===== config.mk =====
export PLATFORM = sky130hd
export DESIGN_NAME = store_merge_unit
export DESIGN_NICKNAME = d
export VERILOG_FILES = /design/src/rtl/mips_store_pkg.sv /design/src/rtl/store_lane_align.sv /design/src/rtl/store_merge_unit.sv
export SDC_FILE = /design/constraint.sdc
export NUM_CORES = 1
export LEC_CHECK = 0
export ABC_CLOCK_PERIOD_IN_PS = 2300
export CELL_PAD_IN_SITES_DETAIL_PLACEMENT = 0
export CELL_PAD_IN_SITES_GLOBAL_PLACEMENT = 1
export CORE_ASPECT_RATIO = 0.6
export CORE_MARGIN = 3
export CORE_UTILIZATION = 35
export CTS_CLUSTER_SIZE = 28
export DETAILED_ROUTE_END_ITERATION = 8
export HOLD_SLACK_MARGIN = 0.08
export PLACE_DENSITY = 0.78
export SYNTH_ARGS = -nofsm -noshare
export SYNTH_HDL_FRONTEND = slang
export SYNTH_SLANG_ARGS = --single-unit

===== constraint.sdc =====
create_clock -name clk -period 2.3 [get_ports clk]
set_input_delay 0.69 -clock clk [delete_from_list [all_inputs] [get_ports clk]]
set_output_delay 0.69 -clock clk [all_outputs]
set_load 0.02 [all_outputs]

===== src/rtl/mips_store_pkg.sv =====
// Shared types and helpers for the MIPS store-merge path.
package mips_store_pkg;

  localparam int unsigned DATA_W = 32;
  localparam int unsigned LANES  = 4;

  typedef enum logic [2:0] {
    ST_SW  = 3'b000,
    ST_SH  = 3'b001,
    ST_SB  = 3'b010,
    ST_SWL = 3'b011,
    ST_SWR = 3'b100
  } store_type_t;

  typedef enum logic [1:0] {
    IDLE,
    READ,
    RDWAIT,
    WRITE
  } state_t;

  // Captured store payload: lane-aligned data plus its byte-lane mask
  typedef struct packed {
    logic [DATA_W-1:0] data;
    logic [LANES-1:0]  mask;
  } store_cap_t;

  // Expand a 4-bit lane mask into a 32-bit bit mask
  function automatic logic [DATA_W-1:0] expand_mask(input logic [LANES-1:0] m);
    logic [DATA_W-1:0] bits;
    bits = '0;
    for (int i = 0; i < int'(LANES); i++) begin
      bits[8*i +: 8] = {8{m[i]}};
    end
    return bits;
  endfunction

endpackage


===== src/rtl/store_lane_align.sv =====
// Combinational lane alignment for MIPS stores: aligned data, byte mask and
// an error flag for misaligned SW/SH or an unknown store type.
module store_lane_align
  import mips_store_pkg::*;
(
  input  logic [2:0]        store_type,
  input  logic [1:0]        addr_lo,
  input  logic [DATA_W-1:0] wdata,
  output logic [DATA_W-1:0] aligned_c,
  output logic [LANES-1:0]  mask_c,
  output logic              misalign_c
);

  logic [1:0] inv_lo;
  logic [4:0] sh_l;
  logic [4:0] sh_r;

  assign inv_lo = 2'd3 - addr_lo;
  assign sh_l   = {addr_lo, 3'b000};
  assign sh_r   = {inv_lo, 3'b000};

  always_comb begin
    aligned_c  = '0;
    mask_c     = '0;
    misalign_c = 1'b0;
    case (store_type)
      ST_SW: begin
        aligned_c  = wdata;
        mask_c     = 4'b1111;
        misalign_c = (addr_lo != 2'b00);
      end
      ST_SH: begin
        aligned_c  = DATA_W'(wdata[15:0]) << sh_l;
        mask_c     = 4'b0011 << addr_lo;
        misalign_c = addr_lo[0];
      end
      ST_SB: begin
        aligned_c = DATA_W'(wdata[7:0]) << sh_l;
        mask_c    = 4'b0001 << addr_lo;
      end
      // SWL fills the low lanes 0..k with the top bytes of rt
      ST_SWL: begin
        aligned_c = wdata >> sh_r;
        mask_c    = 4'b1111 >> inv_lo;
      end
      ST_SWR: begin
        aligned_c = wdata << sh_l;
        mask_c    = 4'b1111 << addr_lo;
      end
      default: misalign_c = 1'b1;
    endcase
  end

endmodule


===== src/rtl/store_merge_unit.sv =====
// Store data path: aligns store data, does read-modify-write on word-only
// memories, and writes the result over a waitrequest-style bus.
module store_merge_unit
  import mips_store_pkg::*;
#(
  parameter bit HAS_BYTEENABLE = 1'b0
) (
  input  logic              clk,
  input  logic              reset,
  input  logic              req_valid,
  output logic              req_ready,
  input  logic [2:0]        store_type,
  input  logic [31:0]       addr,
  input  logic [DATA_W-1:0] wdata,
  output logic              done,
  output logic              err,
  output logic [31:0]       mem_address,
  output logic              mem_read,
  output logic              mem_write,
  output logic [LANES-1:0]  mem_byteenable,
  output logic [DATA_W-1:0] mem_writedata,
  input  logic [DATA_W-1:0] mem_readdata,
  input  logic              mem_waitrequest
);

  state_t            state_q, state_d;
  store_cap_t        cap_q, cap_d;
  logic              ready_d, done_d, err_d, rd_d, wr_d;
  logic [31:0]       addr_d;
  logic [DATA_W-1:0] wdat_d;
  logic [LANES-1:0]  be_d;

  logic [DATA_W-1:0] aligned_c;
  logic [LANES-1:0]  mask_c;
  logic              misalign_c;
  logic [DATA_W-1:0] mask_bits_c;
  logic [DATA_W-1:0] merged_c;

  store_lane_align u_align (
    .store_type (store_type),
    .addr_lo    (addr[1:0]),
    .wdata      (wdata),
    .aligned_c  (aligned_c),
    .mask_c     (mask_c),
    .misalign_c (misalign_c)
  );

  assign mask_bits_c = expand_mask(cap_q.mask);
  assign merged_c    = (cap_q.data & mask_bits_c) | (mem_readdata & ~mask_bits_c);

  // State and registered outputs
  always_ff @(posedge clk) begin
    if (reset) begin
      state_q        <= IDLE;
      cap_q          <= '0;
      req_ready      <= 1'b1;
      done           <= 1'b0;
      err            <= 1'b0;
      mem_read       <= 1'b0;
      mem_write      <= 1'b0;
      mem_address    <= '0;
      mem_writedata  <= '0;
      mem_byteenable <= 4'b1111;
    end else begin
      state_q        <= state_d;
      cap_q          <= cap_d;
      req_ready      <= ready_d;
      done           <= done_d;
      err            <= err_d;
      mem_read       <= rd_d;
      mem_write      <= wr_d;
      mem_address    <= addr_d;
      mem_writedata  <= wdat_d;
      mem_byteenable <= be_d;
    end
  end

  // Next-state and next-output logic
  always_comb begin
    state_d = state_q;
    cap_d   = cap_q;
    done_d  = 1'b0;
    err_d   = 1'b0;
    rd_d    = mem_read;
    wr_d    = mem_write;
    addr_d  = mem_address;
    wdat_d  = mem_writedata;
    be_d    = mem_byteenable;
    case (state_q)
      IDLE: begin
        if (req_valid) begin
          if (misalign_c) begin
            done_d = 1'b1;
            err_d  = 1'b1;
          end else begin
            cap_d.data = aligned_c;
            cap_d.mask = mask_c;
            addr_d     = {addr[31:2], 2'b00};
            if (HAS_BYTEENABLE || (mask_c == 4'b1111)) begin
              state_d = WRITE;
              wr_d    = 1'b1;
              wdat_d  = aligned_c & expand_mask(mask_c);
              be_d    = HAS_BYTEENABLE ? mask_c : 4'b1111;
            end else begin
              state_d = READ;
              rd_d    = 1'b1;
              be_d    = 4'b1111;
            end
          end
        end
      end
      READ: begin
        if (!mem_waitrequest) begin
          rd_d    = 1'b0;
          state_d = RDWAIT;
        end
      end
      // Read data is valid exactly one cycle after the read was accepted
      RDWAIT: begin
        wdat_d  = merged_c;
        wr_d    = 1'b1;
        state_d = WRITE;
      end
      WRITE: begin
        if (!mem_waitrequest) begin
          wr_d    = 1'b0;
          done_d  = 1'b1;
          state_d = IDLE;
        end
      end
      default: state_d = IDLE;
    endcase
    ready_d = (state_d == IDLE);
  end

endmodule


Word-level counts from Yosys, hierarchy flattened

Index checks and enable logic that the tools add are counted.

Shift operators: 8
Reductions and logical operators: 13
Bitwise logic cells: 7
Add/subtract/negate cells: 1
Equality and inequality tests: 14
Multiplexer cells: 26

Operators with widths:

| operator                                            | number |
|---|---|
| one-hot mux 32 bit (5 select lines)                 | 1 |
| bitwise AND 32 bit                                  | 3 |
| two-way mux 32 bit                                  | 3 |
| one-hot mux 32 bit (2 select lines)                 | 1 |
| NOT 32 bit                                          | 1 |
| OR 32 bit                                           | 1 |
| left shift 16 x 5 -> 32 bit                         | 1 |
| left shift 32 x 5 -> 32 bit                         | 1 |
| left shift 8 x 5 -> 32 bit                          | 1 |
| >> shifter 32 x 5 -> 32 bit                         | 1 |
| one-hot mux 4 bit (5 select lines)                  | 1 |
| inequality test 2 bit, second input constant        | 6 |
| two-way mux 1 bit                                   | 10 |
| two-way mux 2 bit                                   | 5 |
| AND reduction 5 bit                                 | 2 |
| one-hot mux 2 bit (4 select lines)                  | 1 |
| equality test 3 x 2 -> 1 bit, second input constant | 2 |
| one-hot mux 1 bit (3 select lines)                  | 2 |
| nonzero test 2 bit                                  | 3 |
| equality test 2 bit, second input constant          | 2 |
| equality test 4 bit, second input constant          | 1 |
| zero test 2 bit                                     | 2 |
| one-hot mux 1 bit (2 select lines)                  | 2 |
| AND reduction 4 bit                                 | 1 |
| 14 further kinds                                    | 15 |

Word-level logic and storage cells: 79
Flip-flop bits (word level): 105
Output and inout bits: 73

Depth between registers and ports, before layout

Gate-level depths: netlist (run 1).

Word-level depth: 9
Gate-level depth with buffers: 9

Cells and area by module

Synthesis (run 1) repeated with hierarchy kept, for this count alone.

Cell total of the unflattened synthesis: 785
Area total of the unflattened synthesis: 6114.6 µm²

By module, submodules not included:

| module           | area each (µm²) | cells each | instances | seq. area each (µm²) |
|---|---|---|---|---|
| store_merge_unit | 4553.1          | 561        | 1         | 2102.0 |
| store_lane_align | 1561.5          | 224        | 1         | 0.0 |

Worst setup path before layout (run 1)

No wires, ideal clock.

Kind: input port to flip-flop
From: input port addr[0]
To: register mem_writedata[3]
Arrival time: 2.035 ns
Path slack: 0.133 ns
Library setup time: 0.132 ns
Stages on the path: 8
Cells stage by stage: buf_4 buf_4 buf_6 clkbuf_1 nand2_1 a32o_1 a221oi_1 nor3_1

Cells in the longest elaborated chain, start to end: 8
Elaborated cells between the ends (all ways): 22

RTL lines:

| item                                                                                             | line                                           | RTL |
|---|---|---|
| start: declaration                                                                               | store_merge_unit.sv:13                         | `input logic [31:0] addr,` |
| subtractor 2 bit                                                                                 | store_lane_align.sv:18                         | `assign inv_lo = 2'd3 - addr_lo;` |
| >> shifter 32 x 5 -> 32 bit / >> shifter 4 x 2 -> 4 bit (equally long branches)                  | store_lane_align.sv:43, store_lane_align.sv:44 |  |
| one-hot mux 32 bit (5 select lines) / one-hot mux 4 bit (5 select lines) (equally long branches) | store_lane_align.sv:26                         | `case (store_type)` |
| bitwise AND 32 bit                                                                               | store_merge_unit.sv:102                        | `wdat_d = aligned_c & expand_mask(mask_c);` |
| two-way mux 32 bit                                                                               | store_merge_unit.sv:99                         | `if (HAS_BYTEENABLE \|\| (mask_c == 4'b1111)) begin` |
| two-way mux 32 bit                                                                               | store_merge_unit.sv:92                         | `if (misalign_c) begin` |
| two-way mux 32 bit                                                                               | store_merge_unit.sv:91                         | `if (req_valid) begin` |
| one-hot mux 32 bit (2 select lines)                                                              | store_merge_unit.sv:89                         | `case (state_q)` |
| end signal: assignment                                                                           | store_merge_unit.sv:73                         | `mem_writedata <= wdat_d;` |
| end: declaration                                                                                 | store_merge_unit.sv:21                         | `output logic [DATA_W-1:0] mem_writedata,` |

Parallel ways exist; a longest one is shown, timed or not. The select of a mux whose other input is x is not followed.
A chain may end at the register's enable or synchronous reset.

Worst setup path after layout (run 1)

From: input port store_type[2]
To: register mem_writedata[27]

Cells in the longest elaborated chain, start to end: 7
Elaborated cells between the ends (all ways): 18

RTL lines:

| item                                                                                             | line                    | RTL |
|---|---|---|
| start: declaration                                                                               | store_merge_unit.sv:12  | `input logic [2:0] store_type,` |
| equality test 3 bit (tied with other cells)                                                      | store_lane_align.sv:26  |  |
| one-hot mux 32 bit (5 select lines) / one-hot mux 4 bit (5 select lines) (equally long branches) | store_lane_align.sv:26  |  |
| bitwise AND 32 bit                                                                               | store_merge_unit.sv:102 |  |
| two-way mux 32 bit                                                                               | store_merge_unit.sv:99  |  |
| two-way mux 32 bit                                                                               | store_merge_unit.sv:92  |  |
| two-way mux 32 bit                                                                               | store_merge_unit.sv:91  |  |
| one-hot mux 32 bit (2 select lines)                                                              | store_merge_unit.sv:89  |  |

Parallel ways exist; a longest one is shown, timed or not. The select of a mux whose other input is x is not followed.

==> impl_metrics.ini, run 1 <==
[route]
vias_per_cell = 5.46
drt_first_pass_iters = 6
drc = 0
antenna_left = 0
vias = 7109
wirelength_um = 25500
wire_per_inst_um = 19.6
drtIter0Drc = 870

[placement]
numPortBuffers = 169
dpl_worst_slack_ns = -0.750
dpl.hpwl_um = 19200
place.gp.congestion = 0.921

[finish]
layout_commonest_cell = clkdlybuf4s50_1
final_util_pct = 57.3
final_cell_mix = 161 x clkdlybuf4s50_1, 145 x buf_4, 105 x dfxtp_1
nets = 1170
multiInputGateArea_um2 = 3910
areaGrowthSynthToFinish_pct = 57.0
drive_gt1_share_pct = 26.7
fillers = 1604
regArea_um2 = 2100
antenna_cells = 0

[sta]
finalClockSkew_ns = 0.00870
tightest_slew_ns = 0.540
setup_violations = 0
hold_viol = 0
fmax_mhz = 449
maxSlewHeadroom_pct = 64.0
setup_ws_ns = 0.0740
rsz0062_at_grt = no
drv_slew = 0
fin_crit_sh_pct = 96.8
period_needed_ns = 2.23

[synth]
yosysTopAreaCell = dfxtp_1
synth.top_cells.by_area = dfxtp_1 33%, mux2_2 8.3%, nor2_1 6.1%
netlist.area_leader.share_pct = 33.0
synthCells = 781
synth_edf_count = 0
syn_avg_cell_area_um2 = 8.15
yosys.cell_types.count = 71
synthArstFlopShare_pct = 0
yosysSeqAreaShare_pct = 33.0
yosysWarnings = 0
ys.flop_type = dfxtp_1
ys_ff_latch = 105
mappedNetlistArea_um2 = 6360

[global_routing]
grt_overflow = 0
globalRouteTotalUtil_pct = 24.8
grt_pass1_wl_um = 39600
grt_start_max_net_pins = 51
first_global_vias = 6613
grt_antenna_before_repair = 0

[pwr]
seq_power_share_pct = 36.5
cellPowerDensity_nw_per_um2 = 579
p_int_mw = 3.80
pwr-share-clk_pct = 27.4
peakVddDrop_uv = 399
p_sw_share_pct = 34.3
power_frac_comb_pct = 36.1
p_leak_nw = 3.82
p_switching_mw = 1.98

[floorplan]
die_area_um2 = 19900
die_y_um = 110
start_util_pct = 36.5
ios = 176
die_x_um = 180
fp-row-count = 37
core_area_um2 = 17500

[critical_path]
crit_type = primary input to flip-flop
worstRegToRegCells = 9
timing.reg2reg.setup_slack_ns = 0.30
cp.required_ns = 2.54
arrival_ns = 2.47
cp_max_fo = 8
end_kind = flip-flop
start_kind = primary input

[cts]
path_clk_slew_ns = 0.08
clock_path_buffers = 2
cts_max_level = 3
cts_tree = yes
tritoncts_num_sinks = 105
clock_latency_ns = 0.36
cts_made_buffers = 9
cts.root.buffer_cell = clkbuf_16

[worst_hold_path]
worstHoldPathType = flip-flop to flip-flop
hold_path_depth = 2

[flow_run]
drv_cap = 0

[outcome]
status = complete, no violations
==> critical path, cell delays in order <==
cell	delay, ns
dlygate4sd2_1	0.25
or3b_4	0.46
buf_8	0.18
a31oi_4	0.25
o21ai_2	0.13
a222oi_1	0.37
a211oi_1	0.13
==> through the flow <==
step	cells	hold slack (ns)	area [µm²]	TNS, ns	total power, mW
after global placement	1272	0.441	9290	-56.00	4.09
final	1302	0.454	9990	0	5.78
after detailed placement	1272	0.446	9290	-56.09	4.09
after floorplan	785	0.433	6380	0	3.11
after global routing	1302	0.478	9990	0	6.05
after CTS	1300	0.457	9930	0	5.76
==> registers in the layout (all words and copies together) (netlist names) <==
name and flops:
mem_writedata 32, cap_q 36, state_q 2, req_ready 1, mem_write 1, done 1
err 1, mem_read 1, mem_address 30
==> area by class of cell <==
cell class / count / share of cell area, %
multi-input cells: 593 / 39.1
repair buffers: 345 / 33.6
clock inverters: 7 / 0.726
well taps: 234 / 2.93
flip-flops and latches: 105 / 21.0
inverters: 9 / 0.376
clock buffers: 9 / 2.25
==> repair_timing <==
action	in CTS	in global routing
gates cloned	3	1
buffers inserted	10	1
resized for setup	44	12
pin swaps	19	12
hold endpoints to repair	0	0
setup endpoints to repair	100	71
hold buffers	0	0
==> routing by layer <==
layer | global-route usage (%) | up-vias | wire length (µm)
met3 | 7.83 | 21 | 2620
li1 | - | 3419 | -
met5 | 0 | - | 0
met2 | 32.5 | 366 | 9770
met1 | 39.5 | 3303 | 12900
met4 | 3.53 | 0 | 226
==> cell usage after synthesis, types with 9 or more instances <==
| cell | instances |
|---|---|
| a21oi_1 | 58 |
| nand3_1 | 18 |
| clkbuf_1 | 31 |
| buf_2 | 13 |
| nor2_1 | 103 |
| nand2_1 | 97 |
| dfxtp_1 | 105 |
| nor3_1 | 41 |
| nand2b_1 | 9 |
| a22oi_1 | 18 |
| a211oi_1 | 23 |
| mux2_2 | 47 |
| nor2b_1 | 12 |
| a221oi_1 | 23 |
| o21ai_0 | 16 |
| buf_4 | 17 |
| buf_6 | 11 |
==> kinds of logic after synthesis <==
family	share of synthesized area, %
XOR/XNOR	0.256
other	0.118
multiplexers	9.46
flip-flops	33.0
buffers and inverters	8.28
adder cells (fa/ha/maj)	0.786
AND/OR/NAND/NOR	21.4
AO/OA/AOI/OAI	26.7
==> worst paths after layout <==
check,startpoint,endpoint
worst min register to register,cap_q[26]$_SDFFE_PP0P_,cap_q[26]$_SDFFE_PP0P_
worst min-delay path,cap_q[26]$_SDFFE_PP0P_,cap_q[26]$_SDFFE_PP0P_
worst max-delay path,store_type[2],mem_writedata[27]$_SDFFE_PP0P_
worst max register to register,state_q[1]$_SDFF_PP0_,cap_q[17]$_SDFFE_PP0P_
==> power by group through the flow <==
stage          Combinational [mW]  Clock [mW]  Sequential [mW]
2_1_floorplan               0.885           0             2.22
3_3_place_gp                 1.94           0             2.15
3_5_place_dp                 1.94           0             2.15
4_1_cts                      2.05        1.61             2.11
5_1_grt                      2.24        1.67             2.13
6_report                     2.09        1.58             2.11
Power figures use the tool's default switching activity.
==> inputs of run 2 (changes only) <==
--- a/config.mk
+++ b/config.mk
@@ -9,7 +9,7 @@
 export CELL_PAD_IN_SITES_DETAIL_PLACEMENT = 0
 export CELL_PAD_IN_SITES_GLOBAL_PLACEMENT = 1
 export CORE_ASPECT_RATIO = 0.6
-export CORE_MARGIN = 3
+export CORE_MARGIN = 4
 export CORE_UTILIZATION = 35
 export CTS_CLUSTER_SIZE = 28
 export DETAILED_ROUTE_END_ITERATION = 8
==> run 2 against run 1 <==
Effect of this change: design area fell by 0.18%; flip-flop and latch count unchanged; first-iteration DRC count is 9.7% lower; critical path type unchanged.
==> impl_metrics.ini, run 2 (synthesis gave the netlist of run 1 again) <==
[outcome]
status = complete, no violations

[critical_path]
cp_slowest_cell = a221oi_1
startpoint = store_type[1]
start_kind = primary input
end_kind = flip-flop
crit_chain = dlygate4sd2_1 -> buf_4 -> buf_6 -> and3b_1 -> buf_12 -> a32oi_1 -> o211ai_1 -> buf_4 -> a221oi_1 -> nor3_1
worstRegToRegCells = 9
cpMostUsedCell = buf_4
rr_startpoint = state_q[1]$_SDFF_PP0_
cp.required_ns = 2.53
worstSetupEndpoint = mem_writedata[14]$_SDFFE_PP0P_
timing.reg2reg.setup_slack_ns = 0.23
worstReg2RegEnd = req_ready$_SDFF_PP1_
crit_family = buffers and inverters
arrival_ns = 2.47
cpPeakStageDelay_ns = 0.28
cp_max_fo = 13
crit_type = primary input to flip-flop
critical_path_cell_count = 10
crit_buf_inv = 5

[cts]
clock_path_buffers = 2
cts.root.buffer_cell = clkbuf_16
cts_made_buffers = 9
tritoncts_num_sinks = 105
cts_max_level = 3
path_clk_slew_ns = 0.08
hold_buffers = 0
clock_latency_ns = 0.35
cts_tree = yes

[finish]
antenna_cells = 0
stdcell_area_um2 = 9980
largest_registers = cap_q x36, mem_writedata x32, mem_address x30
largest-register = cap_q
drive_gt1_share_pct = 27.5
areaGrowthSynthToFinish_pct = 56.7
layout_commonest_cell = clkdlybuf4s50_1
final_cell_mix = 162 x clkdlybuf4s50_1, 141 x buf_4, 105 x dfxtp_1
regArea_um2 = 2100
multiInputGateArea_um2 = 4030
largest_reg_flops = 36
nets = 1161
fillers = 1592

[sta]
period_needed_ns = 2.24
hold_viol = 0
tightest_slew_ns = 0.537
finalClockSkew_ns = 0.00853
setup_violations = 0
fin_crit_sh_pct = 97.3
fmax_mhz = 447
worst_hold_slack_ns = 0.455
rsz0062_at_grt = yes
drv_slew = 0
maxSlewHeadroom_pct = 64.1

[route]
drtIter0Drc = 786
vias_per_cell = 5.55
wl_met2_um = 9880
wire_per_inst_um = 19.6
wirelength_um = 25300
drc = 0
met3_wirelength_um = 3240
top_layer_used = met4
antenna_left = 0
wl_met1_um = 12000
drt_first_pass_iters = 6
vias = 7172

[pwr]
p_int_mw = 3.80
p_leak_nw = 3.78
seq_power_share_pct = 36.7
cellPowerDensity_nw_per_um2 = 576
p_switching_mw = 1.95
peakVddDrop_uv = 415
pwr-share-clk_pct = 26.8
p_sw_share_pct = 33.9
power_frac_comb_pct = 36.5

[global_routing]
first_global_vias = 6714
grt_antenna_before_repair = 0
grt_start_max_net_pins = 43
globalRouteTotalUtil_pct = 23.3
grt_pass1_wl_um = 38400
grt_overflow = 0

[floorplan]
die_x_um = 182
die_area_um2 = 20500
core_area_um2 = 17500
start_util_pct = 36.4
ios = 176
fp-row-count = 37
die_y_um = 112

[placement]
place.gp.congestion = 0.944
numPortBuffers = 169
place_area_um2 = 9240
dpl.hpwl_um = 19100

[worst_hold_path]
worstHoldPathType = flip-flop to flip-flop

[flow_run]
drv_cap = 0
[run 2: how the worst min path moves through the flow]
stage | from | endpoint | slack (ns) | depth (start not counted)
after floorplan | cap_q[20]$_SDFFE_PP0P_ | cap_q[20]$_SDFFE_PP0P_ | 0.43 | 2
after global placement | cap_q[20]$_SDFFE_PP0P_ | cap_q[20]$_SDFFE_PP0P_ | 0.44 | 2
after detailed placement | cap_q[21]$_SDFFE_PP0P_ | cap_q[21]$_SDFFE_PP0P_ | 0.45 | 2
after CTS | cap_q[27]$_SDFFE_PP0P_ | cap_q[27]$_SDFFE_PP0P_ | 0.46 | 2
after global routing | mem_address[29]$_SDFFE_PP0P_ | mem_address[29]$_SDFFE_PP0P_ | 0.48 | 2
final | mem_address[27]$_SDFFE_PP0P_ | mem_address[27]$_SDFFE_PP0P_ | 0.46 | 2
[run 2: routing by layer]
metal	vias up	GRT usage [%]
li1	3403	-
met1	3356	35.6
met2	389	31.1
met3	24	9.03
met4	0	3.55
met5	-	0
[run 2: final cells by class]
class / count / area share, %
Multi-Input combinational cell: 593 / 40.4
Timing Repair Buffer: 336 / 32.4
Sequential cell: 105 / 21.1
Tap cell: 234 / 2.93
Clock buffer: 10 / 2.40
Clock inverter: 6 / 0.502
Inverter: 9 / 0.339
[run 2: repair_timing]
action	in CTS	in global routing
pin swaps	21	15
endpoints found under the setup margin	101	44
gates cloned	2	1
buffers inserted	4	3
gates resized for setup	51	26
[run 2: stage by stage]
stage	std cells	util, %	total power [mW]	worst slack [ns]	setup TNS, ns
6_report	1293	57.0	5.75	0.0629	0
4_1_cts	1289	56.0	5.70	0.0455	0
3_5_place_dp	1267	52.8	4.08	-0.675	-53.41
2_1_floorplan	785	-	3.11	0.133	0
5_1_grt	1293	57.0	6.01	-0.00526	-0.00526
3_3_place_gp	1267	52.8	4.07	-0.638	-50.40
[run 2: worst register-to-register path, cell delays in order, from the launching register on]
cell and delay [ns]:
dfxtp_1 0.34, inv_1 0.13, ha_1 0.35, nand2_1 0.14, buf_4 0.18, nor3b_4 0.27, buf_4 0.19, clkbuf_16 0.16
nor2_1 0.06, a21o_1 0.15
[run 2: power by group through the flow]
stage	logic (mW)	clock network, mW	registers (mW)
final	2.10	1.54	2.11
after global routing	2.24	1.64	2.13
after CTS	2.01	1.58	2.11
after detailed placement	1.93	0	2.15
after global placement	1.93	0	2.14
after floorplan	0.885	0	2.22
